**src/rtl/sys_bridge_pkg.sv**
```systemverilog
// -----------------------------------------------------------------------------
// sys_bridge_pkg
// Shared definitions for the processor-side system bridge and its timers.
//   - Timer register word offsets inside a timer window (CTRL, PRESET, COUNT)
//   - CTRL bit positions and MODE encodings
//   - Timer FSM state encoding (2-bit)
//   - Data-memory word address bound (DM occupies byte 0x0000..0x2FFC)
// No ports; imported by sys_bridge and timer_tc.
// -----------------------------------------------------------------------------
package sys_bridge_pkg;

    // Word offsets of the timer registers within a timer window
    localparam logic [1:0] OFF_CTRL   = 2'd0;
    localparam logic [1:0] OFF_PRESET = 2'd1;
    localparam logic [1:0] OFF_COUNT  = 2'd2;

    // Number of words in one timer window (byte base..base+0xB)
    localparam logic [29:0] TC_WINDOW_WORDS = 30'd3;

    // CTRL bit positions; the upper bits [31:4] always read as zero
    localparam int CTRL_EN     = 0;
    localparam int CTRL_MODE_L = 1;
    localparam int CTRL_MODE_H = 2;
    localparam int CTRL_IM     = 3;

    // MODE encodings; 2'b1x behaves like one-shot
    localparam logic [1:0] MODE_ONESHOT  = 2'b00;
    localparam logic [1:0] MODE_PERIODIC = 2'b01;

    // Timer FSM states
    typedef enum logic [1:0] {
        TC_IDLE = 2'd0,
        TC_LOAD = 2'd1,
        TC_CNT  = 2'd2,
        TC_INT  = 2'd3
    } tcState_t;

    // Highest data-memory word address (byte 0x2FFC); DM starts at word 0
    localparam logic [29:0] DM_WORD_HI = 30'h0000_0BFF;

    // Periodic mode is the only encoding that reloads after an interrupt
    function automatic logic isPeriodic(input logic [3:0] ctrl);
        return ctrl[CTRL_MODE_H:CTRL_MODE_L] == MODE_PERIODIC;
    endfunction

endpackage

```
**src/rtl/sys_bridge_timer_tc.sv**
```systemverilog
// -----------------------------------------------------------------------------
// timer_tc
// One MMIO timer/counter: CTRL, PRESET and read-only COUNT registers, the
// IDLE/LOAD/CNT/INT state machine and the masked interrupt output.
// Ports:
//   i_clk     in   1   clock, rising edge
//   i_reset   in   1   asynchronous active-high reset
//   i_we      in   1   write strobe, already qualified by the window decode
//   i_offset  in   2   register word offset within the window
//   i_wdata   in   32  write data
//   o_rdata   out  32  combinational read data for i_offset
//   o_irq     out  1   IM & irq flag
// -----------------------------------------------------------------------------
module timer_tc
    import sys_bridge_pkg::*;
(
    input  logic        i_clk,
    input  logic        i_reset,
    input  logic        i_we,
    input  logic [1:0]  i_offset,
    input  logic [31:0] i_wdata,
    output logic [31:0] o_rdata,
    output logic        o_irq
);

    logic [3:0]  r_ctrl;
    logic [31:0] r_preset;
    logic [31:0] r_count;
    logic        r_irqFlag;
    tcState_t    r_state;

    logic        w_ctrlWe;
    logic        w_presetWe;

    assign w_ctrlWe   = i_we && (i_offset == OFF_CTRL);
    assign w_presetWe = i_we && (i_offset == OFF_PRESET);

    // Register read mux; unimplemented CTRL bits and the unused fourth word read 0
    always_comb begin
        o_rdata = 32'd0;
        case (i_offset)
            OFF_CTRL:   o_rdata = {28'd0, r_ctrl};
            OFF_PRESET: o_rdata = r_preset;
            OFF_COUNT:  o_rdata = r_count;
            default:    o_rdata = 32'd0;
        endcase
    end

    // Register writes, interrupt flag and counter FSM in one block so the
    // INT state can override the EN bit of a same-cycle CTRL write.
    // A flag set in INT wins over the clear from a CTRL write, so an expiry
    // coinciding with a CTRL write is never lost. In periodic mode the flag
    // is only held for the cycle after INT.
    always_ff @(posedge i_clk or posedge i_reset) begin
        if (i_reset) begin
            r_ctrl    <= 4'd0;
            r_preset  <= 32'd0;
            r_count   <= 32'd0;
            r_irqFlag <= 1'b0;
            r_state   <= TC_IDLE;
        end else begin
            if (w_ctrlWe) begin
                r_ctrl <= i_wdata[3:0];
            end
            if (w_presetWe) begin
                r_preset <= i_wdata;
            end

            if (r_state == TC_INT) begin
                r_irqFlag <= 1'b1;
            end else if (w_ctrlWe || isPeriodic(r_ctrl)) begin
                r_irqFlag <= 1'b0;
            end

            case (r_state)
                TC_IDLE: begin
                    if (r_ctrl[CTRL_EN]) begin
                        r_state <= TC_LOAD;
                    end
                end
                TC_LOAD: begin
                    r_count <= r_preset;
                    r_state <= (r_preset == 32'd0) ? TC_INT : TC_CNT;
                end
                TC_CNT: begin
                    if (r_ctrl[CTRL_EN]) begin
                        if (r_count > 32'd1) begin
                            r_count <= r_count - 32'd1;
                        end else begin
                            r_count <= 32'd0;
                            r_state <= TC_INT;
                        end
                    end
                end
                TC_INT: begin
                    if (isPeriodic(r_ctrl)) begin
                        r_state <= TC_LOAD;
                    end else begin
                        r_ctrl[CTRL_EN] <= 1'b0;
                        r_state         <= TC_IDLE;
                    end
                end
                default: r_state <= TC_IDLE;
            endcase
        end
    end

    assign o_irq = r_ctrl[CTRL_IM] & r_irqFlag;

endmodule

```
**src/rtl/sys_bridge.sv**
```systemverilog
// -----------------------------------------------------------------------------
// sys_bridge
// Processor-side system bridge: decodes PrAddr into two timer windows,
// routes writes, muxes read data back onto PrRD and merges the timer
// interrupts and a synchronised external interrupt onto HWInt[7:2].
// Optional feature macro: BRIDGE_ADDR_ERR_EN adds the addr_err output.
// Ports:
//   clk       in   1   clock, rising edge
//   reset     in   1   asynchronous active-high reset
//   PrAddr    in   30  word address [31:2]
//   PrWD      in   32  write data
//   PrWe      in   1   write strobe
//   ext_int   in   1   asynchronous external interrupt level
//   PrRD      out  32  combinational read data
//   HWInt     out  6   [2]=TC0, [3]=TC1, [4]=ext_int synced, [7:5]=0
//   addr_err  out  1   (BRIDGE_ADDR_ERR_EN only) one-cycle pulse after a
//                      write outside both timers and outside data memory
// -----------------------------------------------------------------------------
module sys_bridge
    import sys_bridge_pkg::*;
#(
    parameter logic [31:0] TC0_BASE        = 32'h0000_7F00,
    parameter logic [31:0] TC1_BASE        = 32'h0000_7F10,
    parameter int          EXT_SYNC_STAGES = 2
) (
    input  logic        clk,
    input  logic        reset,
    input  logic [29:0] PrAddr,
    input  logic [31:0] PrWD,
    input  logic        PrWe,
    input  logic        ext_int,
    output logic [31:0] PrRD,
    output logic [7:2]  HWInt
`ifdef BRIDGE_ADDR_ERR_EN
    ,
    output logic        addr_err
`endif
);

    localparam logic [29:0] TC0_WBASE = TC0_BASE[31:2];
    localparam logic [29:0] TC1_WBASE = TC1_BASE[31:2];

    logic [29:0] w_tc0Off;
    logic [29:0] w_tc1Off;
    logic        w_hit0;
    logic        w_hit1;
    logic [31:0] w_tc0Rdata;
    logic [31:0] w_tc1Rdata;
    logic        w_tc0Irq;
    logic        w_tc1Irq;
    logic [EXT_SYNC_STAGES-1:0] r_extSync;

    // Window hit: the unsigned distance from the base wraps to a large value
    // below the base, so a single compare covers both window edges.
    assign w_tc0Off = PrAddr - TC0_WBASE;
    assign w_tc1Off = PrAddr - TC1_WBASE;
    assign w_hit0   = w_tc0Off < TC_WINDOW_WORDS;
    assign w_hit1   = w_tc1Off < TC_WINDOW_WORDS;

    timer_tc u_tc0 (
        .i_clk    (clk),
        .i_reset  (reset),
        .i_we     (PrWe & w_hit0),
        .i_offset (w_tc0Off[1:0]),
        .i_wdata  (PrWD),
        .o_rdata  (w_tc0Rdata),
        .o_irq    (w_tc0Irq)
    );

    timer_tc u_tc1 (
        .i_clk    (clk),
        .i_reset  (reset),
        .i_we     (PrWe & w_hit1),
        .i_offset (w_tc1Off[1:0]),
        .i_wdata  (PrWD),
        .o_rdata  (w_tc1Rdata),
        .o_irq    (w_tc1Irq)
    );

    // Read mux; anything outside the timer windows reads 0
    always_comb begin
        PrRD = 32'd0;
        if (w_hit0) begin
            PrRD = w_tc0Rdata;
        end else if (w_hit1) begin
            PrRD = w_tc1Rdata;
        end
    end

    // External interrupt synchroniser; the last stage drives HWInt[4]
    always_ff @(posedge clk or posedge reset) begin
        if (reset) begin
            r_extSync <= '0;
        end else begin
            r_extSync <= {r_extSync[EXT_SYNC_STAGES-2:0], ext_int};
        end
    end

    assign HWInt = {3'b000, r_extSync[EXT_SYNC_STAGES-1], w_tc1Irq, w_tc0Irq};

`ifdef BRIDGE_ADDR_ERR_EN
    logic r_addrErr;

    // Flag writes that land nowhere: not a timer and beyond data memory
    always_ff @(posedge clk or posedge reset) begin
        if (reset) begin
            r_addrErr <= 1'b0;
        end else begin
            r_addrErr <= PrWe && !w_hit0 && !w_hit1 && (PrAddr > DM_WORD_HI);
        end
    end

    assign addr_err = r_addrErr;
`endif

endmodule

```
**config.mk**
```make
export PLATFORM = sky130hd
export DESIGN_NAME = sys_bridge
export DESIGN_NICKNAME = d
export VERILOG_FILES = /design/src/rtl/sys_bridge_pkg.sv /design/src/rtl/sys_bridge_timer_tc.sv /design/src/rtl/sys_bridge.sv
export SDC_FILE = /design/constraint.sdc
export NUM_CORES = 1
export LEC_CHECK = 0
export BUFFER_PORTS_ARGS = -buffer_cell sky130_fd_sc_hd__buf_2
export CORE_UTILIZATION = 35
export CTS_BUF_LIST = sky130_fd_sc_hd__clkbuf_8
export DETAILED_ROUTE_END_ITERATION = 6
export GPL_TIMING_DRIVEN = 0
export PLACE_DENSITY = 0.52
export SKIP_LAST_GASP = 1
export SYNTH_ARGS = -nofsm -noshare
export SYNTH_HDL_FRONTEND = slang
export SYNTH_SLANG_ARGS = --single-unit
```
**constraint.sdc**
```tcl
create_clock -name clk -period 12.4 [get_ports clk]
set_input_delay 2.48 -clock clk [delete_from_list [all_inputs] [get_ports clk]]
set_output_delay 2.48 -clock clk [all_outputs]
set_load 0.01 [all_outputs]
```
Word-level counts from Yosys, hierarchy flattened --
Index checks and enable logic that the tools add are counted. W data, S select, Z words.
Word-level totals: bits of input ports 66, output and inout bits 38, logic and storage cells 95, bits in latches 0, memories 0, memory bits (read-only) 0, bits in writable memories 0, flip-flop bits (word level) 144
Operators by class: multiply operators 0, divide/modulo/power cells 0, magnitude comparators 4, shift operators 0, reductions and logical operators 20, equality and inequality tests 18, bitwise operators 4, add/subtract/negate cells 4, muxes and demuxes 32
Operator list (count):
- $mux W32 | 6
- $pmux W32 S3 | 2
- $pmux W32 S2 | 2
- $gt A32 B1 Y1 const B | 2
- $logic_not A32 Y1 | 2
- $sub A32 B1 Y32 const B | 2
- $lt A30 B2 Y1 const B | 2
- $sub A30 B13 Y30 const B | 2
- $pmux W2 S4 | 2
- $mux W1 | 14
- $eq A2 B1 Y1 const B | 6
- $eq A2 B2 Y1 const B | 6
- $mux W2 | 6
- $logic_not A2 Y1 | 4
- $ne A2 B1 Y1 const B | 4
- $reduce_bool A2 Y1 | 4
- $reduce_and A3 Y1 | 2
- $and A1 B1 Y1 | 4
- $logic_and A1 B1 Y1 | 4
- $ne A2 B2 Y1 const B | 2
- $reduce_and A2 Y1 | 2
- $logic_or A1 B1 Y1 | 2

Depth between registers and ports, before layout --
Gate-level depths: netlist of the first run.
word-level depth 7, gate-level depth with buffers 10, mapped depth without buffers 8

Hierarchy --
Synthesis of the first run repeated with hierarchy kept, for this count alone.
Unflattened totals: cells, all modules 1008, area, all modules 9770.6 µm²
By module, submodules not included:
- timer_tc | area each 4185.3 µm², times used 2, seq. area each 1776.7 µm², cells each 410
- sys_bridge | area each 1400.1 µm², times used 1, seq. area each 50.0 µm², cells each 188

Worst setup path after synthesis of the first run --
OpenSTA, ideal clock, no wires.
path type input port to output port, from input port PrAddr[16], to output port PrRD[0], arrival 4.723 ns, cell stages on the path 9, buffers on the path 3, setup slack 5.197 ns, required time 9.920 ns, path through buf_4 nor4_4 nand3b_4 or4_4 a2111oi_2 or4b_1 buf_2 buf_6 o22ai_2
Between the ends: word-level cells in the longest chain between the ends 4, elaborated cells on any way between the ends 6, those cells by class add/sub (2); order compare (2); mux (2)
Ends and longest elaborated chain:
- start: declaration | line sys_bridge.sv:28 | input logic [29:0] PrAddr,
- $sub A30 B13 Y30 | line sys_bridge.sv:56 | assign w_tc1Off = PrAddr - TC1_WBASE;
- $lt A30 B2 Y1 | line sys_bridge.sv:58 | assign w_hit1 = w_tc1Off < TC_WINDOW_WORDS;
- $mux W32 | line sys_bridge.sv:85 | end else if (w_hit1) begin
- $mux W32 * | line sys_bridge.sv:83 | if (w_hit0) begin
- end: declaration | line sys_bridge.sv:32 | output logic [31:0] PrRD,
Every way passes the cells marked *; elsewhere a longest branch is shown, timed or not.

Worst setup path after layout of the first run --
from input port PrAddr[4], to output port PrRD[12]
The elaborated chain is that of the path after synthesis.

==> results of run 1 <==
-- layout make-up --
| class | count | area [um^2] |
|---|---|---|
| diodes | 3 | 7.507 |
| plain buffers | 69 | 346.6 |
| clock buffers | 18 | 247.7 |
| clock inverters | 14 | 222.7 |
| fillers | 2586 | 14850 |
| inverters | 17 | 68.82 |
| multi-input cells | 722 | 5131 |
| flip-flops and latches | 144 | 3603 |
| well taps | 330 | 412.9 |
| repair buffers | 98 | 513.0 |
-- per-layer routing --
layer	up-vias	GRT usage
met1	4290	0.3688
met3	47	0.03809
met5	-	0
met4	0	0.08502
met2	343	0.3906
li1	3926	-
-- placed cells by master (no fill, tap or decap), types with 4 or more instances in the layout --
master                      netlist  layout
sky130_fd_sc_hd__nor3b_1          4       4
sky130_fd_sc_hd__o311ai_0         9       9
sky130_fd_sc_hd__buf_4           12      12
sky130_fd_sc_hd__buf_2           16     113
sky130_fd_sc_hd__nor2b_1          6       6
sky130_fd_sc_hd__clkbuf_8         0      18
sky130_fd_sc_hd__a211oi_1         4       4
sky130_fd_sc_hd__o21ai_1          4       4
sky130_fd_sc_hd__o211ai_1        12      12
sky130_fd_sc_hd__nand4_1         12      12
sky130_fd_sc_hd__a21o_1           4       4
sky130_fd_sc_hd__nor4_1          27      27
sky130_fd_sc_hd__inv_1           17      20
sky130_fd_sc_hd__a22oi_1         64      64
sky130_fd_sc_hd__mux2i_1         11      11
sky130_fd_sc_hd__bufinv_16        0       6
sky130_fd_sc_hd__nand4b_1         4       4
sky130_fd_sc_hd__nand2_1         85      85
sky130_fd_sc_hd__and3_1           7       7
sky130_fd_sc_hd__nor4b_1          5       5
sky130_fd_sc_hd__clkbuf_1        36      36
sky130_fd_sc_hd__a221o_1         21      21
sky130_fd_sc_hd__mux2_1          25      25
sky130_fd_sc_hd__or4_1           17      17
sky130_fd_sc_hd__a21boi_0         4       4
sky130_fd_sc_hd__o31ai_1          4       4
sky130_fd_sc_hd__a32oi_1          7       7
sky130_fd_sc_hd__or3_1            9       9
sky130_fd_sc_hd__nor3_1          38      38
sky130_fd_sc_hd__o21ai_0         68      68
sky130_fd_sc_hd__ha_1            12      12
sky130_fd_sc_hd__mux2_2          45      45
sky130_fd_sc_hd__dfrtp_1        144     144
sky130_fd_sc_hd__nor2_1          60      60
sky130_fd_sc_hd__nand3_1         17      17
sky130_fd_sc_hd__o22ai_2         30      30
sky130_fd_sc_hd__a21oi_1         39      39
-- critical path, delay by kind of cell --
family          cells  cell delay, ns
simple gates        4            1.55
compound gates      2            0.78
buf+inv             4            0.76
-- per-stage QoR --
step	instances	power, mW	hold WS, ns	util
after global placement	1379	0.5373	0.3331	0.3954
after CTS	1412	0.9863	0.3589	0.4152
after detailed placement	1380	0.5382	0.3381	0.3967
after floorplan	952	0.5062	0.3312	-
after global routing	1415	1.010	0.3623	0.4155
final	1415	0.9787	0.3538	0.4155
-- where the power goes --
| group | internal (mW) | switching [mW] |
|---|---|---|
| Clock | 0.262 | 0.187 |
| Sequential | 0.469 | 0.0000671 |
| Combinational | 0.0171 | 0.0429 |
| Total | 0.749 | 0.230 |
-- final timing paths --
kind / startpoint / to / slack (ns)
setup / recovery: PrAddr[4] / PrRD[12] / 4.35
hold / removal: r_extSync[0]$_DFF_PP0_ / r_extSync[1]$_DFF_PP0_ / 0.35
setup reg to reg: u_tc0.r_count[4]$_DFFE_PP0P_ / u_tc0.r_count[12]$_DFFE_PP0P_ / 9.04
hold reg to reg: r_extSync[0]$_DFF_PP0_ / r_extSync[1]$_DFF_PP0_ / 0.35
max in group asynchronous: reset / u_tc1.r_count[6]$_DFFE_PP0P_ / 9.40
min in group asynchronous: reset / u_tc0.r_state[1]$_DFFE_PP0P_ / 2.09
-- sequential cells by signal (all words and copies together) (netlist names) --
name and cells:
r_extSync 2, u_tc1.r_preset 32, u_tc0.r_preset 32, u_tc1.r_ctrl 4
u_tc1.r_irqFlag 1, u_tc1.r_count 32, u_tc0.r_ctrl 4, u_tc0.r_irqFlag 1
u_tc1.r_state 2, u_tc0.r_count 32, u_tc0.r_state 2
-- logic make-up after synthesis --
logic type	after synthesis	share of synthesized area
buf+inv	86	0.04491
xor+xnor	2	0.001917
flops	144	0.3944
simple gates	314	0.1860
fa+ha+maj	12	0.01643
other cells	1	0.0004104
compound gates	307	0.2528
mux	84	0.1032
==> impl.org, run 1 <==
** Clock tree
- The clock drives ~140 sinks.
- Cts bufs inserted :: 17
- In this run the number of H-tree levels came out at 4.
- The clock passes through at most 2 buffers.
- At the later pin of the worst-skew pair, clock insertion delay measures 0.46 ns.
- TritonCTS built the clock tree.
- After clock tree synthesis, the clock-pin slew on the worst setup and hold paths is roughly 0.080 ns.
- After clock tree synthesis, the setup repair step added 0 buffers.
- In this run, post-CTS repair resized a total of 0 instances.
- Post-CTS Hold Fix Bufs :: 0
- Cell at the root of the clock tree :: sky130_fd_sc_hd__clkbuf_8

** Route
- Detailed routing placed a total of between 15 and 20 mm of wire on met2.
- Met1 routed wirelength after detailed routing :: approximately 15 mm
- Via count :: about 8600
- Drt first-iter violations :: slightly above 900
- Once detail routing completed, the nets flagged for antenna violations numbered 0.
- Length of the first detailed-routing pass in iterations :: 6
- Dividing the detail-routed wire length by the instance count gives between 20 and 25 um.
- Wire segments on met3 add up to roughly 2 mm in the final route.
- After detailed routing, the number of remaining DRC violations is 0.
- In this run the top signal layer used is met4.
- Using the TritonRoute via totals, the vias-per-cell ratio works out to a little over 6.
- DRT Wirelength :: roughly 33 mm

** Final layout
- Number of nets in the layout :: 1147
- Area of all placed cells without fillers :: approximately 11000 um^2
- Share of post-route cells with drive strength above 1 :: 0.2366
- Compared with the post-synthesis result, the final layout area differs by 15.50%.

** Placed design
- Summed over all nets, the half-perimeter wirelength after detailed placement is around 25 mm.
- Standard cell area after detailed placement :: between 10000 and 15000 um^2
- Worst setup slack after placement :: 4.410 ns
- Routability-driven placement finished with a final weighted congestion of between 0.9 and 1.
- Port buffering added 97 buffers.

** Timing
- Setup-failing EPs final :: 0
- Setup repair after global routing missed its margin :: false
- Number of pins with negative max-slew slack in the final report :: 0
- Highest attainable clock frequency :: ~0.12 GHz
- The worst path meets setup with ~4.4 ns of slack.
- Post-route minimum period :: 8.047 ns
- Clock skew on the completed layout was measured at roughly 0.024 ns.
- The hold violation total from the final report is 0.
- Max transition margin :: 0.3612
- At the pin with the least slew margin, the transition time is between 0.9 and 1 ns.
- Sum of negative setup slack :: 0 ns
- Dividing the final minimum period by the clock period gives 0.6489.

** Setup path
- Crit path capture type :: primary output
- The critical path goes through buf_2 > nor4_2 > nor3_1 > a2111oi_0 > nand4_1 > or4_1 > clkbuf_1 > buf_2 > o22ai_2 > buf_2.
- Peak per-stage delay on the critical path :: about 0.66 ns
- On the critical path, the stage with the largest delay is an instance of sky130_fd_sc_hd__nor4_2.
- Along the worst path, the maximum fanout reaches 10.
- Kind of critical path :: in -> out
- Arrival time worst endpoint :: about 5.6 ns
- Counting stages on the worst path, the most repeated cell is sky130_fd_sc_hd__buf_2.
- The worst setup path is launched from an input port.
- Number of cell instances on the worst register-to-register path :: 7
- Endpoint required time on the critical path :: about 9.9 ns

** Yosys
- Averaged over all synthesized cells, the footprint is around 9.6 um^2.
- In this run, synthesis produced a sequential element count of around 140.
- After synthesis the cells add up to ~9100 um^2.
- In the synthesized netlist, the number of instances is 950.
- Leading cell types by count after synthesis :: sky130_fd_sc_hd__dfrtp_1, sky130_fd_sc_hd__nand2_1, sky130_fd_sc_hd__o21ai_0, sky130_fd_sc_hd__a22oi_1, sky130_fd_sc_hd__nor2_1
- The largest total area in the synthesized netlist belongs to sky130_fd_sc_hd__dfrtp_1.
- Async set or reset register ratio after synthesis :: 1.000
- The netlist uses 74 different library cells.
- Of the synthesized area, sequential elements account for 0.3944.
- Share of Yosys cell area claimed by the top area cell type :: 0.3944
- Ranked by total cell area, the synthesized netlist is headed by sky130_fd_sc_hd__dfrtp_1, sky130_fd_sc_hd__mux2_2, sky130_fd_sc_hd__a22oi_1.
- Post-synth EDFFs :: 0
- Yosys Warn Count :: 0
- Commonest register cell after synthesis :: sky130_fd_sc_hd__dfrtp_1
- Most frequently used cell type in the post-synthesis netlist :: sky130_fd_sc_hd__dfrtp_1

** Pwr
- Power Density :: just over 90 nW/um^2
- The analysis attributes to cell leakage a power of approximately 4.6 nW.
- VDD IR max :: between 0.05 and 0.06 mV

** Floorplanning
- Placeable core region :: between 20000 and 30000 um^2
- The floorplan has between 50 and 60 rows.
- Floorplan die width :: about 160 um
- The die covers roughly 27000 um^2.
- For this configuration, the core starts out at a cell density of 0.3598.
- I/O pin count :: between 100 and 150
- The die is 163.6 um tall.

** Hold path
- The path class of the tightest hold or removal check is reg -> reg.
- The worst hold path was traced through 0 stages.

** Global routing
- Antenna violations before repair :: 3
- The total overflow left after global routing is 0.
- The via count of the first global-routing pass was just over 8000.
- Across every metal layer, demand over resource in global routing totals 0.2564.
- Global-route wire length before repair :: around 52 mm
- Maximum number of pins on one net before global-route repair :: 76

** Status
- Result of the run :: finished clean

** Run
- Across the run, the number of max-cap violations was 0.
(Power assumes the default switching activity.)
==> inputs of run 2 (changes only) <==
PLACE_DENSITY = 0.54   (was 0.52)
clock period = 6.8 ns   (was 12.4 ns; I/O delays follow)
==> impl.org, run 2 (synthesis gave the netlist of run 1 again) <==
** Floorplanning
- In this run the count of I/O pins placed on the die edge is between 100 and 150.
- Floorplan die width :: roughly 160 um
- Row generation in the floorplan step produced 58 rows.
- The die is about 160 um tall.
- The floorplan step defined a die boundary enclosing around 27000 um^2.
- Effective utilization at floorplan :: 0.3598
- Placeable core region :: between 20000 and 30000 um^2

** Final layout
- The filler cells instantiated in the layout total between 2000 and 3000.
- Synthesis-to-finish area growth :: 14.86%
- Share of post-route cells with drive strength above 1 :: 0.2403
- Number of nets in the layout :: between 1000 and 1500
- Highest-count cells in the layout ignoring fill and taps :: sky130_fd_sc_hd__dfrtp_1, sky130_fd_sc_hd__buf_2, sky130_fd_sc_hd__nand2_1
- Leaving out fill and tap cells, the most frequent cell in the layout is sky130_fd_sc_hd__dfrtp_1.

** Setup path
- The worst register-to-register path has a depth of 6.
- Highest fanout seen on the critical path :: 10
- Top cell family by delay on the critical path :: simple AND/OR/NAND/NOR gates
- The most numerous cell type found on the critical path is sky130_fd_sc_hd__buf_2.
- Endpoint required time on the critical path :: 5.44 ns
- Worst path slowest cell :: sky130_fd_sc_hd__a2111oi_0
- The critical path is of the in -> out type.
- STA classifies the critical path endpoint as a primary output.
- Peak per-stage delay on the critical path :: 0.80 ns
- Kind of start point of the critical path :: input port
- Counting both buffers and inverters, the worst setup path holds a total of 4.
- Arrival time worst endpoint :: between 4 and 5 ns
- Logic depth of the worst path, buffers included :: 10
- Walking the worst path, the cells encountered are buf_2 > nor4_2 > nor3_1 > a2111oi_0 > nand4_1 > or4_1 > clkbuf_1 > buf_2 > o22ai_2 > buf_2.

** Timing
- Highest attainable clock frequency :: 0.1623 GHz
- The number of max-slew violations in the final report came to 0.
- Setup repair after global routing left no endpoint under its margin.
- Slew of the pin with the lowest slew margin :: 0.8997 ns
- The hold violation total from the final report came to 0.
- Post-route minimum period :: between 6 and 7 ns
- The worst pin sits at a relative slew slack of 0.3989.
- Fin worst setup slack :: 0.6395 ns
- Sum of negative setup slack :: 0 ns
- For the final database, setup skew stands at 0.01653 ns.
- Dividing the final minimum period by the clock period gives 0.9060.
- Setup-failing EPs final :: 0

** Pwr
- Summing internal, switching and leakage power gives about 1.7 mW.
- Across the VDD grid, the largest voltage drop is ~0.12 mV.
- Leakage Power :: about 4.5 nW
- Power spread over the standard cell area amounts to ~160 nW/um^2.

** Route
- For this block, the initial DRC count from the detailed router was 969.
- Via count :: between 8000 and 9000
- Post-detailed-route via-to-cell ratio :: between 6 and 7
- Length of the first detailed-routing pass in iterations :: 6
- DRT Wirelength :: around 32 mm
- The detail route stage leaves a number of antenna-violating nets equal to 0.
- DRC violation count after routing :: 0
- Wirelength per Cell :: approximately 23 um

** Hold path
- Worst hold stages :: 0
- The min-delay analysis places its worst path in the category reg -> reg.

** Global routing
- Entering global routing, the biggest net connects 75 pins.
- The total overflow left after global routing is 0.
- Total track usage :: 0.2492
- Antenna violations before repair :: 4
- Global-route wire length before repair :: roughly 50 mm
- The via count of the first global-routing pass was a little over 8000.

** Clock tree
- Post-CTS Hold Fix Bufs :: 0
- Clock tree synthesis inserted a total of 17 buffers.
- H-tree Lvls :: 4
- At the later pin of the worst-skew pair, clock insertion delay measures 0.47 ns.
- Clock tree sinks :: approximately 140
- TritonCTS clock tree :: yes
- Total of cells resized after clock tree synthesis :: 0
- The number of setup buffers added after CTS is 0.
- The clock passes through at most 2 buffers.
- Cell at the root of the clock tree :: sky130_fd_sc_hd__clkbuf_8
- After clock tree synthesis, the clock-pin slew on the worst setup and hold paths is around 0.090 ns.

** Placed design
- At the end of routability-driven placement, the weighted congestion stood at 0.9332.
- Worst setup slack after placement :: roughly 0.75 ns
- Buffers placed on the I/O ports in this run total 97.
- The wire-length estimate of the detail-placed layout is 24.93 mm.

** Status
- The flow ran to the end, and the final reports show no timing, DRC or antenna violations.

** Run
- The tool flagged a number of max-cap violations equal to 0.
-- run 2: cell types whose count changed in the layout (fill, tap and decap cells not counted), sizes merged --
cell / change
clkbuf: +2
bufinv: -4
clkinvlp: +5
inv: -3
diode: +1
-- run 2: cell type report --
type,instances,area (um^2),share of cell area
diodes,4,10.01,0.0009537
plain buffers,69,346.6,0.03302
clock buffers,20,275.3,0.02623
clock inverters,12,133.9,0.01276
inverters,17,68.82,0.006557
multi-input cells,722,5131,0.4889
flip-flops and latches,144,3603,0.3433
well taps,330,412.9,0.03934
repair buffers,98,513.0,0.04888
-- run 2: path summary, 6_finish.rpt --
path	startpoint	to	slack [ns]
worst min-delay path	r_extSync[0]$_DFF_PP0_	r_extSync[1]$_DFF_PP0_	0.35
worst max-delay path	PrAddr[4]	PrRD[9]	0.64
max in group asynchronous	reset	u_tc1.r_count[6]$_DFFE_PP0P_	4.99
worst min register to register	r_extSync[0]$_DFF_PP0_	r_extSync[1]$_DFF_PP0_	0.35
worst max register to register	u_tc0.r_count[8]$_DFFE_PP0P_	u_tc0.r_count[24]$_DFFE_PP0P_	3.47
min in group asynchronous	reset	u_tc0.r_preset[1]$_DFFE_PP0P_	1.00
-- run 2: power breakdown --
group	switching, mW	internal [mW]
sequential	0.000122	0.856
clock	0.364	0.356
combinational	0.0771	0.0311
-- run 2: worst reg2reg max path, stage by stage (launching register included) --
cell	delay, ns
sky130_fd_sc_hd__dfrtp_1	0.48
sky130_fd_sc_hd__nor4_1	0.81
sky130_fd_sc_hd__nand4_1	0.47
sky130_fd_sc_hd__o41a_1	0.65
sky130_fd_sc_hd__nand2_2	0.29
sky130_fd_sc_hd__buf_2	0.33
sky130_fd_sc_hd__o311ai_0	0.18
-- run 2: per-layer routing --
layer,vias to the layer above,track usage,share of wire
met1,4163,0.3625,0.46
met3,61,0.03834,0.067
met2,379,0.3681,0.44
met5,-,0,0
li1,3937,-,-
met4,0,0.09596,0.032
-- run 2: through the flow --
| stage | hold slack (ns) | util | instances | cell area, um^2 |
|---|---|---|---|---|
| after floorplan | 0.3312 | - | 952 | 9145 |
| after global placement | 0.3330 | 0.3954 | 1379 | 10040 |
| after detailed placement | 0.3362 | 0.3967 | 1380 | 10080 |
| after CTS | 0.3589 | 0.4128 | 1412 | 10490 |
| after global routing | 0.3656 | 0.4132 | 1416 | 10500 |
| final | 0.3504 | 0.4132 | 1416 | 10500 |
==> inputs of run 3 (changes only) <==
PLACE_DENSITY = not set   (was 0.54)
PLACE_DENSITY_LB_ADDON = 0.08   (was not set)
REMOVE_ABC_BUFFERS = 1   (was not set)
==> impl.org, run 3 (synthesis gave the netlist of run 1 again) <==
** Global routing
- Entering global routing, the biggest net connects 80 pins.
- Global-route wire length before repair :: approximately 49 mm
- Antenna violations before repair :: 0
- The via count of the first global-routing pass came to between 7000 and 8000.
- For this run, the total global-route usage over all layers was measured as 0.2429.
- Total overflow reported by the global router :: 0

** Clock tree
- H-tree Lvls :: 4
- Cell at the root of the clock tree :: sky130_fd_sc_hd__clkbuf_8
- Clock tree sinks :: ~140
- Once the clock tree was built, the setup fixing pass inserted 0 buffers.
- Counting along the longest clock path gives a buffer depth of 2.
- Post-CTS Hold Fix Bufs :: 0
- Cts bufs inserted :: 17
- Clock-pin slew on the worst setup and hold paths :: ~0.08 ns
- The number of gates resized after CTS was 0.
- TritonCTS clock tree :: yes
- Worst-Skew Late Latency :: around 0.47 ns

** Setup path
- Kind of critical path :: in -> out
- The worst setup path is captured at a primary output.
- The worst setup path is launched from an input port.
- Highest fanout seen on the critical path :: 17
- For the worst setup path, the data required time is between 5 and 6 ns.
- Data arrives at the worst endpoint at 4.61 ns.

** Final layout
- At the end of the flow, the number of nets in the layout was ~1100.
- At the end of the flow the core is filled with cells to 0.4104.
- Relative to the synthesized area, the layout overhead comes to 14.08%.
- The number of antenna diodes in the final layout is 0.
- Highest-count cells in the layout ignoring fill and taps :: sky130_fd_sc_hd__dfrtp_1, sky130_fd_sc_hd__buf_2, sky130_fd_sc_hd__nand2_1
- Non-filler instance count after layout :: approximately 1400
- In the final layout, the share of cells above drive strength 1 is 0.2430.
- Leaving out fill and tap cells, the most frequent cell in the layout is sky130_fd_sc_hd__dfrtp_1.

** Timing
- The smallest clock period supported by the final layout is computed as about 6.0 ns.
- Crit share post-route :: 0.8779
- Headroom to the max-slew limit came out at 0.3038.
- Number of pins with negative max-slew slack in the final report :: 0
- Setup-failing EPs final :: 0
- Slew of the pin with the lowest slew margin :: 1.042 ns
- For this run, the top clock speed supported by timing is ~0.17 GHz.
- Sum of negative setup slack :: 0 ns
- The hold violation total from the final report is 0.
- Post-Route Hold Slack :: ~0.35 ns
- Setup repair after global routing missed its margin :: false
- For the final database, setup skew stands at 0.01680 ns.

** Floorplanning
- From left edge to right edge, the die measures between 150 and 200 um.
- Rows :: just under 60
- 104 I/O pins were placed.
- The initial utilization of the core area, before any placement, comes to 0.3598.
- Die Span Y :: about 160 um
- Die Area :: 26760 um^2
- In this run the standard cell core region covers approximately 25000 um^2.

** Pwr
- For this design the ratio of total power to cell area is 157.8 nW/um^2.
- Power consumption :: 1.645 mW
- Leakage Power :: ~4.5 nW
- IR analysis of the VDD net gives a maximum drop of roughly 0.10 mV.

** Route
- Wirelength per Cell :: around 23 um
- After the first detailed-routing iteration, the DRC count stood at 750.
- Wires add up to between 30 and 40 mm.
- After detailed routing, the number of vias per cell comes to 6.035.
- Length of the first detailed-routing pass in iterations :: 5
- Via count :: between 8000 and 9000
- DRC violation count after routing :: 0
- In this run the remaining antenna-violating nets after routing total 0.

** Run
- Number of max-capacitance violations reported :: 0

** Hold path
- Class of the tightest hold or removal check :: reg -> reg

** Placed design
- Cell total after placement :: between 1000 and 1500
- HPWL after detailed placement :: roughly 23 mm
- Routability congestion estimate :: between 0.9 and 1
- Count of port buffers added during placement :: 100

** Status
- Result of the run :: finished clean
## run 3: cell count changes in the layout (fill, tap and decap cells not counted), sizes merged
cell	change
inv	+3
clkinv	+2
buf	-17
diode	-4
clkbuf	-39
clkinvlp	-2
## run 3: per-layer routing
| metal | vias to the layer above | part of all wire | global-route usage |
|---|---|---|---|
| met4 | 0 | 0.019 | 0.06944 |
| met1 | 4107 | 0.47 | 0.3528 |
| met5 | - | 0 | 0 |
| met3 | 35 | 0.055 | 0.03682 |
| met2 | 230 | 0.46 | 0.3704 |
| li1 | 3829 | - | - |
## run 3: through the flow
stage          worst slack, ns  cell area, um^2
2_1_floorplan            1.123             8798
3_5_place_dp            0.8604            10040
6_report                0.8305            10420
4_1_cts                 0.8372            10420
3_3_place_gp            -1.611             9712
5_1_grt                 0.6172            10420
## run 3: final timing paths
| check | start | end | slack (ns) | cells after the start |
|---|---|---|---|---|
| worst max register to register | u_tc0.r_count[8]$_DFFE_PP0P_ | u_tc0.r_count[22]$_DFFE_PP0P_ | 2.96 | 7 |
| max in group asynchronous | reset | u_tc1.r_count[20]$_DFFE_PP0P_ | 4.97 | 3 |
| min in group asynchronous | reset | u_tc0.r_state[1]$_DFFE_PP0P_ | 0.98 | 2 |
| worst min-delay path | r_extSync[0]$_DFF_PP0_ | r_extSync[1]$_DFF_PP0_ | 0.35 | 0 |
| worst max-delay path | PrAddr[4] | PrRD[18] | 0.83 | 9 |
| worst min register to register | r_extSync[0]$_DFF_PP0_ | r_extSync[1]$_DFF_PP0_ | 0.35 | 0 |
## run 3: worst max-delay path, stage by stage
cell	delay [ns]
sky130_fd_sc_hd__buf_2	0.11
sky130_fd_sc_hd__nor4_2	0.62
sky130_fd_sc_hd__nor3_1	0.22
sky130_fd_sc_hd__a2111oi_0	0.47
sky130_fd_sc_hd__nand4_1	0.17
sky130_fd_sc_hd__or4_2	0.96
sky130_fd_sc_hd__buf_16	0.30
sky130_fd_sc_hd__o22ai_2	0.21
sky130_fd_sc_hd__buf_2	0.17
## run 3: report_power, final
group | internal [mW] | switching, mW
registers | 0.856 | 0.000111
logic | 0.0322 | 0.0744
clock network | 0.323 | 0.359
## run 3: layout make-up
cell class | count | area, um^2
Inverter | 17 | 68.82
Tap cell | 330 | 412.9
Fill cell | 2565 | 14980
Timing Repair Buffer | 114 | 777.0
Multi-Input combinational cell | 722 | 5180
Clock inverter | 15 | 147.6
Sequential cell | 144 | 3603
Clock buffer | 17 | 234.0
